--- config.mk ---
export PLATFORM = sky130hd
export DESIGN_NAME = lsu_ctrl_flat
export DESIGN_NICKNAME = d
export VERILOG_FILES = /design/src/rtl/lsu_ctrl_pkg.sv /design/src/rtl/lsu_ctrl_if.sv /design/src/rtl/lsu_ctrl_lane_ext.sv /design/src/rtl/lsu_ctrl.sv /design/src/flat_wrapper.sv
export SDC_FILE = /design/constraint.sdc
export NUM_CORES = 1
export LEC_CHECK = 0
export BUFFER_PORTS_ARGS = -buffer_cell sky130_fd_sc_hd__buf_2
export CAP_MARGIN = 20
export CORE_MARGIN = 8
export CORE_UTILIZATION = 45
export CTS_CLUSTER_DIAMETER = 120
export CTS_CLUSTER_SIZE = 24
export DETAILED_ROUTE_END_ITERATION = 16
export GPL_ROUTABILITY_DRIVEN = 0
export MAX_ROUTING_LAYER = met4
export PLACE_DENSITY = 0.68
export SLEW_MARGIN = 20
export SYNTH_ARGS = -nofsm -noshare
export SYNTH_HDL_FRONTEND = slang
export SYNTH_SLANG_ARGS = --single-unit
--- constraint.sdc ---
create_clock -name clk -period 2.1 [get_ports clk]
set_input_delay 0.105 -clock clk [delete_from_list [all_inputs] [get_ports clk]]
set_output_delay 0.105 -clock clk [all_outputs]
set_load 0.005 [all_outputs]
--- src/rtl/lsu_ctrl_pkg.sv ---
// Shared types and decode helpers for the load/store unit controller.
// Holds funct3 codes, FSM states and the store-lane builders.
package lsu_ctrl_pkg;

    typedef enum logic [1:0] {
        S_IDLE,
        S_REQ,
        S_WAIT,
        S_RESP
    } state_t;

    localparam logic [2:0] F3_B  = 3'b000;
    localparam logic [2:0] F3_H  = 3'b001;
    localparam logic [2:0] F3_W  = 3'b010;
    localparam logic [2:0] F3_BU = 3'b100;
    localparam logic [2:0] F3_HU = 3'b101;

    typedef struct packed {
        logic        we;
        logic [2:0]  funct3;
        logic [31:0] addr;
        logic [4:0]  rd;
    } lsu_req_t;

    function automatic logic f3_illegal(input logic we, input logic [2:0] f3);
        if (we) begin
            return f3 > F3_W;
        end
        return (f3 == 3'b011) || (f3 == 3'b110) || (f3 == 3'b111);
    endfunction

    // Size comes from the low funct3 bits; sign bit does not matter here.
    function automatic logic f3_misalign(input logic [2:0] f3, input logic [1:0] off);
        return ((f3[1:0] == 2'b01) && off[0]) ||
               ((f3[1:0] == 2'b10) && (off != 2'b00));
    endfunction

    function automatic logic [3:0] lane_be(
        input logic       we,
        input logic [2:0] f3,
        input logic [1:0] off
    );
        logic [3:0] be;
        be = 4'b1111;
        if (we && f3 == F3_B) be = 4'b0001 << off;
        if (we && f3 == F3_H) be = 4'b0011 << off;
        return be;
    endfunction

    function automatic logic [31:0] lane_wdata(
        input logic [2:0]  f3,
        input logic [31:0] wd
    );
        logic [31:0] r;
        r = wd;
        if (f3 == F3_B) r = {4{wd[7:0]}};
        if (f3 == F3_H) r = {2{wd[15:0]}};
        return r;
    endfunction

endpackage

--- src/rtl/lsu_ctrl_if.sv ---
// Execute-stage and data-memory handshake bundle for the LSU controller.
// slave = controller view, master = stage/memory side view.
interface lsu_ctrl_if;

    logic        req_valid;
    logic        req_ready;
    logic        req_we;
    logic [2:0]  req_funct3;
    logic [31:0] req_addr;
    logic [31:0] req_wdata;
    logic [4:0]  req_rd;

    logic        mem_req_valid;
    logic        mem_req_ready;
    logic        mem_we;
    logic [3:0]  mem_be;
    logic [31:0] mem_addr;
    logic [31:0] mem_wdata;
    logic        mem_rsp_valid;
    logic [31:0] mem_rdata;

    logic        wb_valid;
    logic [4:0]  wb_rd;
    logic [31:0] wb_data;

    logic        done;
    logic        busy;
    logic        exc_misalign;
    logic        exc_illegal;
    logic        exc_bus;
    logic [31:0] exc_addr;

    modport slave (
        input  req_valid, req_we, req_funct3, req_addr, req_wdata, req_rd,
        output req_ready,
        output mem_req_valid, mem_we, mem_be, mem_addr, mem_wdata,
        input  mem_req_ready, mem_rsp_valid, mem_rdata,
        output wb_valid, wb_rd, wb_data,
        output done, busy, exc_misalign, exc_illegal, exc_bus, exc_addr
    );

    modport master (
        output req_valid, req_we, req_funct3, req_addr, req_wdata, req_rd,
        input  req_ready,
        input  mem_req_valid, mem_we, mem_be, mem_addr, mem_wdata,
        output mem_req_ready, mem_rsp_valid, mem_rdata,
        input  wb_valid, wb_rd, wb_data,
        input  done, busy, exc_misalign, exc_illegal, exc_bus, exc_addr
    );

endinterface

--- src/rtl/lsu_ctrl_lane_ext.sv ---
// Moves the addressed byte/halfword down to lane 0 of a read word
// and sign/zero-extends it according to the load funct3.
module lsu_ctrl_lane_ext
    import lsu_ctrl_pkg::*;
(
    input  logic [31:0] rdata_i,
    input  logic [1:0]  off_i,
    input  logic [2:0]  funct3_i,
    output logic [31:0] data_o
);

    logic [31:0] sh;

    assign sh = rdata_i >> {off_i, 3'b000};

    always_comb begin
        data_o = sh;
        unique case (1'b1)
            funct3_i == F3_B:  data_o = {{24{sh[7]}}, sh[7:0]};
            funct3_i == F3_H:  data_o = {{16{sh[15]}}, sh[15:0]};
            funct3_i == F3_BU: data_o = {24'd0, sh[7:0]};
            funct3_i == F3_HU: data_o = {16'd0, sh[15:0]};
            default:           data_o = sh;
        endcase
    end

endmodule

--- src/rtl/lsu_ctrl.sv ---
// Load/store unit controller: accept, check, drive one memory access,
// return extended load data and flag misaligned/illegal/timed-out accesses.
module lsu_ctrl
    import lsu_ctrl_pkg::*;
#(
    parameter int TIMEOUT_CYCLES = 16,
    parameter int CNT_W          = 5
) (
    input  logic       clk,
    input  logic       rst_n,
    lsu_ctrl_if.slave  bus
);

    localparam logic [CNT_W-1:0] TO_LAST = CNT_W'(TIMEOUT_CYCLES - 1);

    state_t           state_q, state_d;
    lsu_req_t         req_q, req_d;
    logic [3:0]       be_q, be_d;
    logic [31:0]      wdata_q, wdata_d;
    logic [CNT_W-1:0] cnt_q, cnt_d;
    logic [31:0]      wb_data_q, wb_data_d;
    logic [4:0]       wb_rd_q, wb_rd_d;
    logic             mis_q, mis_d;
    logic             ill_q, ill_d;
    logic             berr_q, berr_d;
    logic [31:0]      exc_addr_q, exc_addr_d;

    logic        exc_any;
    logic        accept;
    logic        ill_in;
    logic        mis_in;
    logic [31:0] ext_data;

    lsu_ctrl_lane_ext u_ext (
        .rdata_i  (bus.mem_rdata),
        .off_i    (req_q.addr[1:0]),
        .funct3_i (req_q.funct3),
        .data_o   (ext_data)
    );

    assign exc_any = mis_q | ill_q | berr_q;
    assign accept  = bus.req_valid && bus.req_ready;
    assign ill_in  = f3_illegal(bus.req_we, bus.req_funct3);
    assign mis_in  = f3_misalign(bus.req_funct3, bus.req_addr[1:0]);

    always_comb begin
        state_d    = state_q;
        req_d      = req_q;
        be_d       = be_q;
        wdata_d    = wdata_q;
        cnt_d      = cnt_q;
        wb_data_d  = wb_data_q;
        wb_rd_d    = wb_rd_q;
        mis_d      = 1'b0;
        ill_d      = 1'b0;
        berr_d     = 1'b0;
        exc_addr_d = exc_addr_q;
        case (state_q)
            S_IDLE: begin
                if (accept) begin
                    req_d.we     = bus.req_we;
                    req_d.funct3 = bus.req_funct3;
                    req_d.addr   = bus.req_addr;
                    req_d.rd     = bus.req_rd;
                    if (ill_in || mis_in) begin
                        ill_d      = ill_in;
                        mis_d      = !ill_in;
                        exc_addr_d = bus.req_addr;
                    end else begin
                        be_d = lane_be(bus.req_we, bus.req_funct3,
                                       bus.req_addr[1:0]);
                        wdata_d = bus.req_we ?
                            lane_wdata(bus.req_funct3, bus.req_wdata) : 32'd0;
                        state_d = S_REQ;
                    end
                end
            end
            S_REQ: begin
                if (bus.mem_req_ready) begin
                    cnt_d   = '0;
                    state_d = S_WAIT;
                end
            end
            S_WAIT: begin
                // A response in the last counted cycle still wins.
                if (bus.mem_rsp_valid) begin
                    state_d = S_RESP;
                    if (!req_q.we) begin
                        wb_data_d = ext_data;
                        wb_rd_d   = req_q.rd;
                    end
                end else if (TIMEOUT_CYCLES != 0 && cnt_q == TO_LAST) begin
                    berr_d     = 1'b1;
                    exc_addr_d = req_q.addr;
                    state_d    = S_IDLE;
                end else begin
                    cnt_d = cnt_q + CNT_W'(1);
                end
            end
            S_RESP: begin
                state_d = S_IDLE;
            end
            default: begin
                state_d = S_IDLE;
            end
        endcase
    end

    always_ff @(posedge clk or negedge rst_n) begin
        if (!rst_n) begin
            state_q    <= S_IDLE;
            req_q      <= '0;
            be_q       <= '0;
            wdata_q    <= '0;
            cnt_q      <= '0;
            wb_data_q  <= '0;
            wb_rd_q    <= '0;
            mis_q      <= 1'b0;
            ill_q      <= 1'b0;
            berr_q     <= 1'b0;
            exc_addr_q <= '0;
        end else begin
            state_q    <= state_d;
            req_q      <= req_d;
            be_q       <= be_d;
            wdata_q    <= wdata_d;
            cnt_q      <= cnt_d;
            wb_data_q  <= wb_data_d;
            wb_rd_q    <= wb_rd_d;
            mis_q      <= mis_d;
            ill_q      <= ill_d;
            berr_q     <= berr_d;
            exc_addr_q <= exc_addr_d;
        end
    end

    // Ready also drops for the single cycle an exception pulse is shown.
    assign bus.req_ready     = (state_q == S_IDLE) && !exc_any;
    assign bus.busy          = (state_q != S_IDLE);
    assign bus.mem_req_valid = (state_q == S_REQ);
    assign bus.mem_we        = (state_q == S_REQ) && req_q.we;
    assign bus.mem_be        = be_q;
    assign bus.mem_addr      = {req_q.addr[31:2], 2'b00};
    assign bus.mem_wdata     = wdata_q;
    assign bus.wb_valid      = (state_q == S_RESP) && !req_q.we;
    assign bus.wb_rd         = wb_rd_q;
    assign bus.wb_data       = wb_data_q;
    assign bus.done          = (state_q == S_RESP) || exc_any;
    assign bus.exc_misalign  = mis_q;
    assign bus.exc_illegal   = ill_q;
    assign bus.exc_bus       = berr_q;
    assign bus.exc_addr      = exc_addr_q;

endmodule

--- src/flat_wrapper.sv ---
// flat-port wrapper written by rule: the top's interface ports become plain ports
module lsu_ctrl_flat import lsu_ctrl_pkg::*;
#(
    parameter int TIMEOUT_CYCLES = 16,
    parameter int CNT_W          = 5
)
  (clk, rst_n, bus_req_valid, bus_req_we, bus_req_funct3, bus_req_addr, bus_req_wdata, bus_req_rd, bus_req_ready, bus_mem_req_valid, bus_mem_we, bus_mem_be, bus_mem_addr, bus_mem_wdata, bus_mem_req_ready, bus_mem_rsp_valid, bus_mem_rdata, bus_wb_valid, bus_wb_rd, bus_wb_data, bus_done, bus_busy, bus_exc_misalign, bus_exc_illegal, bus_exc_bus, bus_exc_addr);
  lsu_ctrl_if bus_i ();
  input  logic clk;
  input  logic rst_n;
  input wire logic [$bits(bus_i.req_valid)-1:0] bus_req_valid;
  input wire logic [$bits(bus_i.req_we)-1:0] bus_req_we;
  input wire logic [$bits(bus_i.req_funct3)-1:0] bus_req_funct3;
  input wire logic [$bits(bus_i.req_addr)-1:0] bus_req_addr;
  input wire logic [$bits(bus_i.req_wdata)-1:0] bus_req_wdata;
  input wire logic [$bits(bus_i.req_rd)-1:0] bus_req_rd;
  output wire logic [$bits(bus_i.req_ready)-1:0] bus_req_ready;
  output wire logic [$bits(bus_i.mem_req_valid)-1:0] bus_mem_req_valid;
  output wire logic [$bits(bus_i.mem_we)-1:0] bus_mem_we;
  output wire logic [$bits(bus_i.mem_be)-1:0] bus_mem_be;
  output wire logic [$bits(bus_i.mem_addr)-1:0] bus_mem_addr;
  output wire logic [$bits(bus_i.mem_wdata)-1:0] bus_mem_wdata;
  input wire logic [$bits(bus_i.mem_req_ready)-1:0] bus_mem_req_ready;
  input wire logic [$bits(bus_i.mem_rsp_valid)-1:0] bus_mem_rsp_valid;
  input wire logic [$bits(bus_i.mem_rdata)-1:0] bus_mem_rdata;
  output wire logic [$bits(bus_i.wb_valid)-1:0] bus_wb_valid;
  output wire logic [$bits(bus_i.wb_rd)-1:0] bus_wb_rd;
  output wire logic [$bits(bus_i.wb_data)-1:0] bus_wb_data;
  output wire logic [$bits(bus_i.done)-1:0] bus_done;
  output wire logic [$bits(bus_i.busy)-1:0] bus_busy;
  output wire logic [$bits(bus_i.exc_misalign)-1:0] bus_exc_misalign;
  output wire logic [$bits(bus_i.exc_illegal)-1:0] bus_exc_illegal;
  output wire logic [$bits(bus_i.exc_bus)-1:0] bus_exc_bus;
  output wire logic [$bits(bus_i.exc_addr)-1:0] bus_exc_addr;
  assign bus_i.req_valid = bus_req_valid;
  assign bus_i.req_we = bus_req_we;
  assign bus_i.req_funct3 = bus_req_funct3;
  assign bus_i.req_addr = bus_req_addr;
  assign bus_i.req_wdata = bus_req_wdata;
  assign bus_i.req_rd = bus_req_rd;
  assign bus_req_ready = bus_i.req_ready;
  assign bus_mem_req_valid = bus_i.mem_req_valid;
  assign bus_mem_we = bus_i.mem_we;
  assign bus_mem_be = bus_i.mem_be;
  assign bus_mem_addr = bus_i.mem_addr;
  assign bus_mem_wdata = bus_i.mem_wdata;
  assign bus_i.mem_req_ready = bus_mem_req_ready;
  assign bus_i.mem_rsp_valid = bus_mem_rsp_valid;
  assign bus_i.mem_rdata = bus_mem_rdata;
  assign bus_wb_valid = bus_i.wb_valid;
  assign bus_wb_rd = bus_i.wb_rd;
  assign bus_wb_data = bus_i.wb_data;
  assign bus_done = bus_i.done;
  assign bus_busy = bus_i.busy;
  assign bus_exc_misalign = bus_i.exc_misalign;
  assign bus_exc_illegal = bus_i.exc_illegal;
  assign bus_exc_bus = bus_i.exc_bus;
  assign bus_exc_addr = bus_i.exc_addr;
  lsu_ctrl #(.TIMEOUT_CYCLES(TIMEOUT_CYCLES), .CNT_W(CNT_W)) u_core (.clk(clk), .rst_n(rst_n), .bus(bus_i));
endmodule
=== Yosys cells after proc, flatten, opt, wreduce, memory -nomap -nowiden ===
Cells that the tools add are included.

* Register bits: 156
* Bits in latches: 0
* Memory bits (writable): 0
* ROM bits: 0
* Input bits: 110
* Output and inout port bits: 146
* Word-level logic and storage cells: 106
* Memories: 0

* Add/subtract/negate cells: 1
* Multiply operators: 0
* Divide/modulo/power cells: 0
* $lt $le $gt $ge: 1
* Equal/unequal tests: 21
* Shift operators: 3
* Muxes and demuxes: 33
* Bitwise logic cells: 4
* Reductions and logical operators: 29

{| class="wikitable"
|+ Operators with widths
! operator !! count
|-
| two-way mux 32 bit || 7
|-
| case mux 32 bit (4 select lines) || 1
|-
| case mux 32 bit (2 select lines) || 1
|-
| right shift 32 x 5 -> 32 bit || 1
|-
| two-way mux 5 bit || 3
|-
| equality test 3 bit (second input constant) || 4
|-
| two-way mux 1 bit || 12
|-
| two-way mux 2 bit || 5
|-
| case mux 5 bit (2 select lines) || 1
|-
| logical AND 1 bit || 8
|-
| two-way mux 4 bit || 2
|-
| != test 2 x 1 -> 1 bit (second input constant) || 4
|-
| case mux 2 bit (4 select lines) || 1
|-
| AND reduction 4 bit || 2
|-
| nonzero test 2 bit || 4
|-
| equality test 2 bit (second input constant) || 3
|-
| equality test 3 x 1 -> 1 bit (second input constant) || 2
|-
| zero test 3 bit || 2
|-
| != test 2 bit (second input constant) || 3
|-
| AND reduction 3 bit || 2
|-
| adder 5 x 1 -> 5 bit (second input constant) || 1
|-
| equality test 5 x 4 -> 1 bit (second input constant) || 1
|-
| logical OR 1 bit || 5
|-
| AND reduction 5 bit || 1
|-
| other kinds (11) || 16
|}

=== Depth between registers and ports, before layout ===
* Depth in word-level cells: 8
* Gate-level depth with buffers: 8
* Mapped depth without buffers: 7

=== Modules after synthesis ===
Synthesis repeated with hierarchy kept, for this count alone.

* Cell total of the unflattened synthesis: 680
* Area total of the unflattened synthesis: 8010.2 um^2

{| class="wikitable"
|+ Modules (own cells, without submodules)
! module !! instances !! cells an instance !! area each (um^2) !! sequential area each (um^2)
|-
| lsu_ctrl || 1 || 573 || 7315.8 || 3903.7
|-
| lsu_ctrl_lane_ext || 1 || 107 || 694.4 || 0.0
|}

=== Least setup slack after synthesis ===
Ideal clock, no wire load.

* Path kind: register -> register
* Start: register u_core.cnt_q[0]
* End: register u_core.cnt_q[3]
* Library setup time: 0.077 ns
* Arrival time: 1.826 ns
* Data required time: 2.023 ns
* Path slack: 0.197 ns
* Stages on the path, launching flop included: 8
* Path buffers: 0
* Period minus slack after synthesis: 1.903 ns
* Cell sequence: dfrtp_1 -> ha_1 -> and3_1 -> ha_1 -> nor4b_1 -> nand4_1 -> xor2_1 -> a21oi_1

* Longest elaborated chain between the ends: 4
* Elaborated cells between the ends (all ways): 7
* Classes of those cells: add/sub: 1; eq/ne: 2; mux: 3; reduce/logical: 1

{| class="wikitable"
|+ RTL lines
! what !! RTL line !! text
|-
| start: declaration || lsu_ctrl.sv:20 || <nowiki>logic [CNT_W-1:0] cnt_q, cnt_d;</nowiki>
|-
| start signal: assignment || lsu_ctrl.sv:127 || <nowiki>cnt_q <= cnt_d;</nowiki>
|-
| adder 5 x 1 -> 5 bit || lsu_ctrl.sv:97 || <nowiki>cnt_d = cnt_q + CNT_W'(1);</nowiki>
|-
| two-way mux 5 bit || lsu_ctrl.sv:92 || <nowiki>end else if (TIMEOUT_CYCLES != 0 && cnt_q == TO_LAST) begin</nowiki>
|-
| two-way mux 5 bit || lsu_ctrl.sv:86 || <nowiki>if (bus.mem_rsp_valid) begin</nowiki>
|-
| case mux 5 bit (2 select lines) || lsu_ctrl.sv:58 || <nowiki>case (state_q)</nowiki>
|}

Several ways; a longest one is shown, not always the timed one. The select of a mux whose other input is x is not followed.
A chain may end at the register's enable or synchronous reset.

=== Worst setup path after layout ===
* Start: register u_core.cnt_q[0]
* End: register u_core.exc_addr_q[17] (netlist: u_core.bus.exc_addr[17])

* Longest elaborated chain between the ends: 3

{| class="wikitable"
|+ RTL lines
! what !! RTL line !! text
|-
| equality test 5 x 4 -> 1 bit || lsu_ctrl.sv:92 ||
|-
| != test 2 x 1 -> 1 bit (no source line) || -- ||
|-
| AND reduction 5 bit (no source line) || -- ||
|-
| end signal: assignment || lsu_ctrl.sv:133 || <nowiki>exc_addr_q <= exc_addr_d;</nowiki>
|-
| end: declaration || lsu_ctrl.sv:26 || <nowiki>logic [31:0] exc_addr_q, exc_addr_d;</nowiki>
|}

No other way between the ends.

==> results by stage <==
Status:
- The run finished with clean final reports.

Critical path:
- Measured in cells, the most critical reg-to-reg path has a length of 9.
- The largest stage delay on the critical path is 0.37 ns.
- STA puts the critical path data arrival time at between 2 and 2.5 ns.
- The worst flop-to-flop path endpoint is u_core.bus.exc_addr[17]$_DFFE_PN0P_.
- The slowest stage cell on the critical path is sky130_fd_sc_hd__dfrtp_1.
- The register-to-register path setup slack is 0.02 ns.
- STA puts the critical path data required time at 2.40 ns.
- The worst setup path is launched from a register.
- In this run the worst setup path terminates at u_core.bus.exc_addr[17]$_DFFE_PN0P_.
- The critical path is of the reg2reg type.
- The maximum net fanout on the critical path is 17.
- STA classifies the critical path endpoint as a register.
- Traced cell by cell, the critical path runs through ha_1 -> and3_4 -> ha_4 -> nand3b_1 -> buf_6 -> clkbuf_16 -> and2_1 -> a221oi_1 -> nand3_1.
- The startpoint identified for the worst register-to-register timing path is u_core.cnt_q[0]$_DFFE_PN0P_.
- The most critical setup path has its startpoint at u_core.cnt_q[0]$_DFFE_PN0P_.

Drt:
- Dividing the detail-routed via count by the number of cells gives 5.40.
- The detail route stage leaves a number of antenna-violating nets equal to 0.
- The number of DRC violations after detailed-routing iteration 0 is 447.
- The aggregate routed wire length is 26.5 mm.
- For this run, design rule violations remaining after detail routing come to 0.
- The number of optimization iterations in the first detailed-route pass is 5.
- The routed layout has 7840 vias.
- The routed wirelength normalized by instance count is 18.3 um.

Power and ir drop:
- The cell area power density is 1310 nW/um^2.
- Summing internal, switching and leakage power gives ~0.015 W.
- The worst vdd rail ir drop is 0.836 mV.
- The analysis attributes to cell leakage a power of 5.45 nW.

Global routing:
- The number of global-route vias before repair is between 8000 and 9000.
- The remaining global-route overflow is 0.
- The number of antenna violations at the first check in global routing is 0.
- The maximum number of pins on one net before global-route repair is 78.
- The first global-routing pass estimated ~43 mm of wire.
- The aggregate global-route resource usage is 22.8%.

Finish:
- In the final design database the tool counted 1321 nets.
- The utilization after layout is 61.4%.
- Of the cells placed in the final design, the portion with a size suffix greater than 1 is between 30% and 40%.
- The area added between synthesis and finish is 34.4%.
- The cell area after layout is between 10000 and 15000 sq um.
- The repair_antennas step left the layout with diodes totalling 0.

STA:
- The final worst setup slack is 0.0202 ns.
- The share of the clock period used by the worst path after layout is between 90% and 100%.
- The worst-case headroom to the max-slew limit is 44.7%.
- The count of endpoints failing hold in the final timing report is 0.
- The number of failing setup endpoints in the final timing report is 0.
- The final count of pins violating max slew is 0.
- Setup repair after global routing could not meet its margin everywhere.
- For this run, the top clock speed supported by timing is 0.481 GHz.
- The slew of the pin with the lowest slew margin is slightly above 0.8 ns.
- The clock tree skew after final layout is 0.00990 ns.
- The post-layout minimum cycle time is 2.08 ns.

Floorplanning:
- The floorplan has 50 rows.
- The die area is 23500 sq um.
- about 260 I/O pins were placed.
- From bottom edge to top edge, the die measures 153 um.
- From left edge to right edge, the die measures 153 um.
- The starting density of the core is between 40% and 50%.
- The standard cell core area is 18600 sq um.

Placed design:
- Detailed placement ended at an HPWL of approximately 18 mm.
- The post-placement setup slack is 0.0239 ns.
- The post-detailed-placement cell area is 9980 sq um.
- Port buffering added 253 buffers.

CTS:
- The CTS sink count is 156.
- The number of buffers created by CTS is 17.
- The root buffer cell is sky130_fd_sc_hd__clkbuf_16.
- The CTS tree is built.
- The clock tree synthesis step divided the H-tree into 4 levels.
- The clock transition at the register clock pins on the worst setup and hold paths after CTS is 0.07 ns.
- The later pin in the worst-skew pair is clocked with a latency of 0.43 ns.
- The longest clock path from root to sink contains 2 buffers.

Logic synthesis:
- The distinct cell type count of the synthesized netlist is 45.
- The number of flops mapped to enable cells by yosys is 0.
- The count of mapped cells out of synthesis is 935.
- After synthesis the netlist holds a flip-flop and latch count of around 160.
- The commonest register cell after synthesis is sky130_fd_sc_hd__dfrtp_1.
- The synthesized netlist occupies a cell area of 8480 sq um.
- Sequential cells were found to cover around 46% of the synthesized design area.
- The mean cell area of the mapped netlist is 9.07 sq um.
- In the synthesized netlist the async set-or-reset flop fraction comes to 100%.
- For this run, the number of Yosys warnings is 0.

Hold path:
- The hold path depth is 3.
- The path class of the lowest-slack min-delay path is in2reg.

Run:
- Across the run, the number of max-cap violations was 0.
-- metal layers --
metal	track usage [%]	vias to the layer above	share of wire (%)	wire, um
li1	-	3752	-	-
met1	27.9	3787	44	11800
met2	36.3	262	48	12700
met3	5.05	39	5.6	1490
met4	8.91	0	1.9	493
met5	-	-	0	0
-- timing repair --
item	CTS	global route
pin swaps	0	0
endpoints found under the hold margin	130	0
resized for setup	3	26
hold buffers	56	0
setup endpoints to repair	3	32
cloned	0	2
buffers inserted	0	3
-- report_power, final --
| group | internal, W | switching [W] |
|---|---|---|
| logic | 0.00295 | 0.00328 |
| clock network | 0.00207 | 0.00131 |
| registers | 0.00436 | 0.00101 |
-- kinds of logic (layout without fill, tap and decap cells) --
kind of cell | count (synthesis) | count (layout) | share of synthesized area (%)
AO/OA/AOI/OAI | 113 | 113 | 9.67
XOR/XNOR | 2 | 2 | 0.206
adder cells (fa/ha/maj) | 6 | 6 | 0.885
flip-flops | 156 | 156 | 46.0
other | 1 | 2 | 0.0442
multiplexers | 88 | 88 | 10.9
buffers and inverters | 130 | 412 | 7.39
AND/OR/NAND/NOR | 439 | 439 | 24.8
-- worst min-delay path by stage --
stage               slack, ns                                    to             from
floorplan               -0.19    u_core.bus.exc_addr[0]$_DFFE_PN0P_            rst_n
global placement         0.13  u_core.bus.mem_wdata[12]$_DFFE_PN0P_            rst_n
detailed placement       0.12   u_core.bus.mem_wdata[4]$_DFFE_PN0P_            rst_n
CTS                     0.003    u_core.bus.exc_addr[1]$_DFFE_PN0P_  bus_req_addr[1]
global route             0.02    u_core.bus.exc_addr[1]$_DFFE_PN0P_  bus_req_addr[1]
finish                   0.01    u_core.bus.exc_addr[1]$_DFFE_PN0P_  bus_req_addr[1]
-- sequential cells by signal, summed over array words and instances (netlist names) --
register / cells
u_core.state_q: 2
u_core.bus.exc_bus: 1
u_core.bus.wb_rd: 5
u_core.req_q: 11
u_core.bus.wb_data: 32
u_core.bus.mem_be: 4
u_core.bus.mem_wdata: 32
u_core.cnt_q: 5
u_core.bus.exc_illegal: 1
u_core.bus.exc_misalign: 1
u_core.bus.exc_addr: 32
u_core.bus.mem_addr: 30
-- placed cells by master (no fill, tap or decap), types with 10 or more instances in the layout --
master / synthesis / layout
sky130_fd_sc_hd__mux2_2: 28 / 28
sky130_fd_sc_hd__and4b_1: 23 / 23
sky130_fd_sc_hd__inv_1: 29 / 29
sky130_fd_sc_hd__o21ai_0: 22 / 22
sky130_fd_sc_hd__nand3_1: 71 / 71
sky130_fd_sc_hd__buf_4: 34 / 27
sky130_fd_sc_hd__a221oi_2: 0 / 15
sky130_fd_sc_hd__buf_2: 9 / 252
sky130_fd_sc_hd__buf_12: 0 / 11
sky130_fd_sc_hd__o211ai_1: 10 / 10
sky130_fd_sc_hd__a221oi_1: 32 / 16
sky130_fd_sc_hd__clkbuf_16: 0 / 19
sky130_fd_sc_hd__dlygate4sd3_1: 0 / 56
sky130_fd_sc_hd__and2_1: 39 / 39
sky130_fd_sc_hd__nand2_1: 231 / 231
sky130_fd_sc_hd__a21oi_1: 21 / 21
sky130_fd_sc_hd__nor2_1: 30 / 28
sky130_fd_sc_hd__mux2i_1: 59 / 59
sky130_fd_sc_hd__dfrtp_1: 156 / 155
-- cell usage after synthesis (all sizes together) (2+ instances only) --
| cell | n | share of area [%] |
|---|---|---|
| a21boi | 8 | 0.71 |
| a21oi | 21 | 1.2 |
| a221o | 9 | 1.1 |
| a221oi | 32 | 3.3 |
| and2 | 39 | 2.9 |
| and3 | 2 | 0.15 |
| and4b | 23 | 2.7 |
| buf | 49 | 3.8 |
| clkbuf | 52 | 2.3 |
| dfrtp | 156 | 46 |
| ha | 6 | 0.88 |
| inv | 29 | 1.3 |
| mux2 | 28 | 3.7 |
| mux2i | 59 | 7.0 |
| nand2 | 231 | 10 |
| nand2b | 4 | 0.29 |
| nand3 | 71 | 4.2 |
| nand3b | 3 | 0.27 |
| nor2 | 30 | 1.3 |
| nor2b | 6 | 0.44 |
| nor3 | 11 | 0.77 |
| o2111ai | 2 | 0.21 |
| o211ai | 10 | 0.88 |
| o21ai | 22 | 1.3 |
| o311ai | 2 | 0.21 |
| o31a | 2 | 0.21 |
| or2 | 4 | 0.30 |
| or3 | 3 | 0.22 |
| or4 | 8 | 0.71 |
| xor2 | 2 | 0.21 |
-- through the flow --
step	std cells	setup TNS [ns]	hold WS [ns]
5_1_grt	1452	-0.871	0.0183
2_1_floorplan	936	0	-0.191
3_3_place_gp	1359	0	0.127
6_report	1452	0	0.0131
4_1_cts	1447	0	0.00253
3_5_place_dp	1359	0	0.124
-- area by class of cell --
cell class / instances / area (sq um)
fill: 1570 / 7180
multi-input combinational: 650 / 4120
sequential: 156 / 3910
timing repair buffer: 351 / 2330
clock buffer: 20 / 457
tap: 234 / 293
clock inverter: 12 / 186
inverter: 29 / 109
-- critical path: cells and delay by family, from the launching register on --
kind / cells / cell delay [ns]
fa+ha+maj: 2 / 0.31
simple gates: 4 / 0.65
flops: 1 / 0.37
buf+inv: 2 / 0.37
compound gates: 1 / 0.26
(Power assumes the default switching activity.)
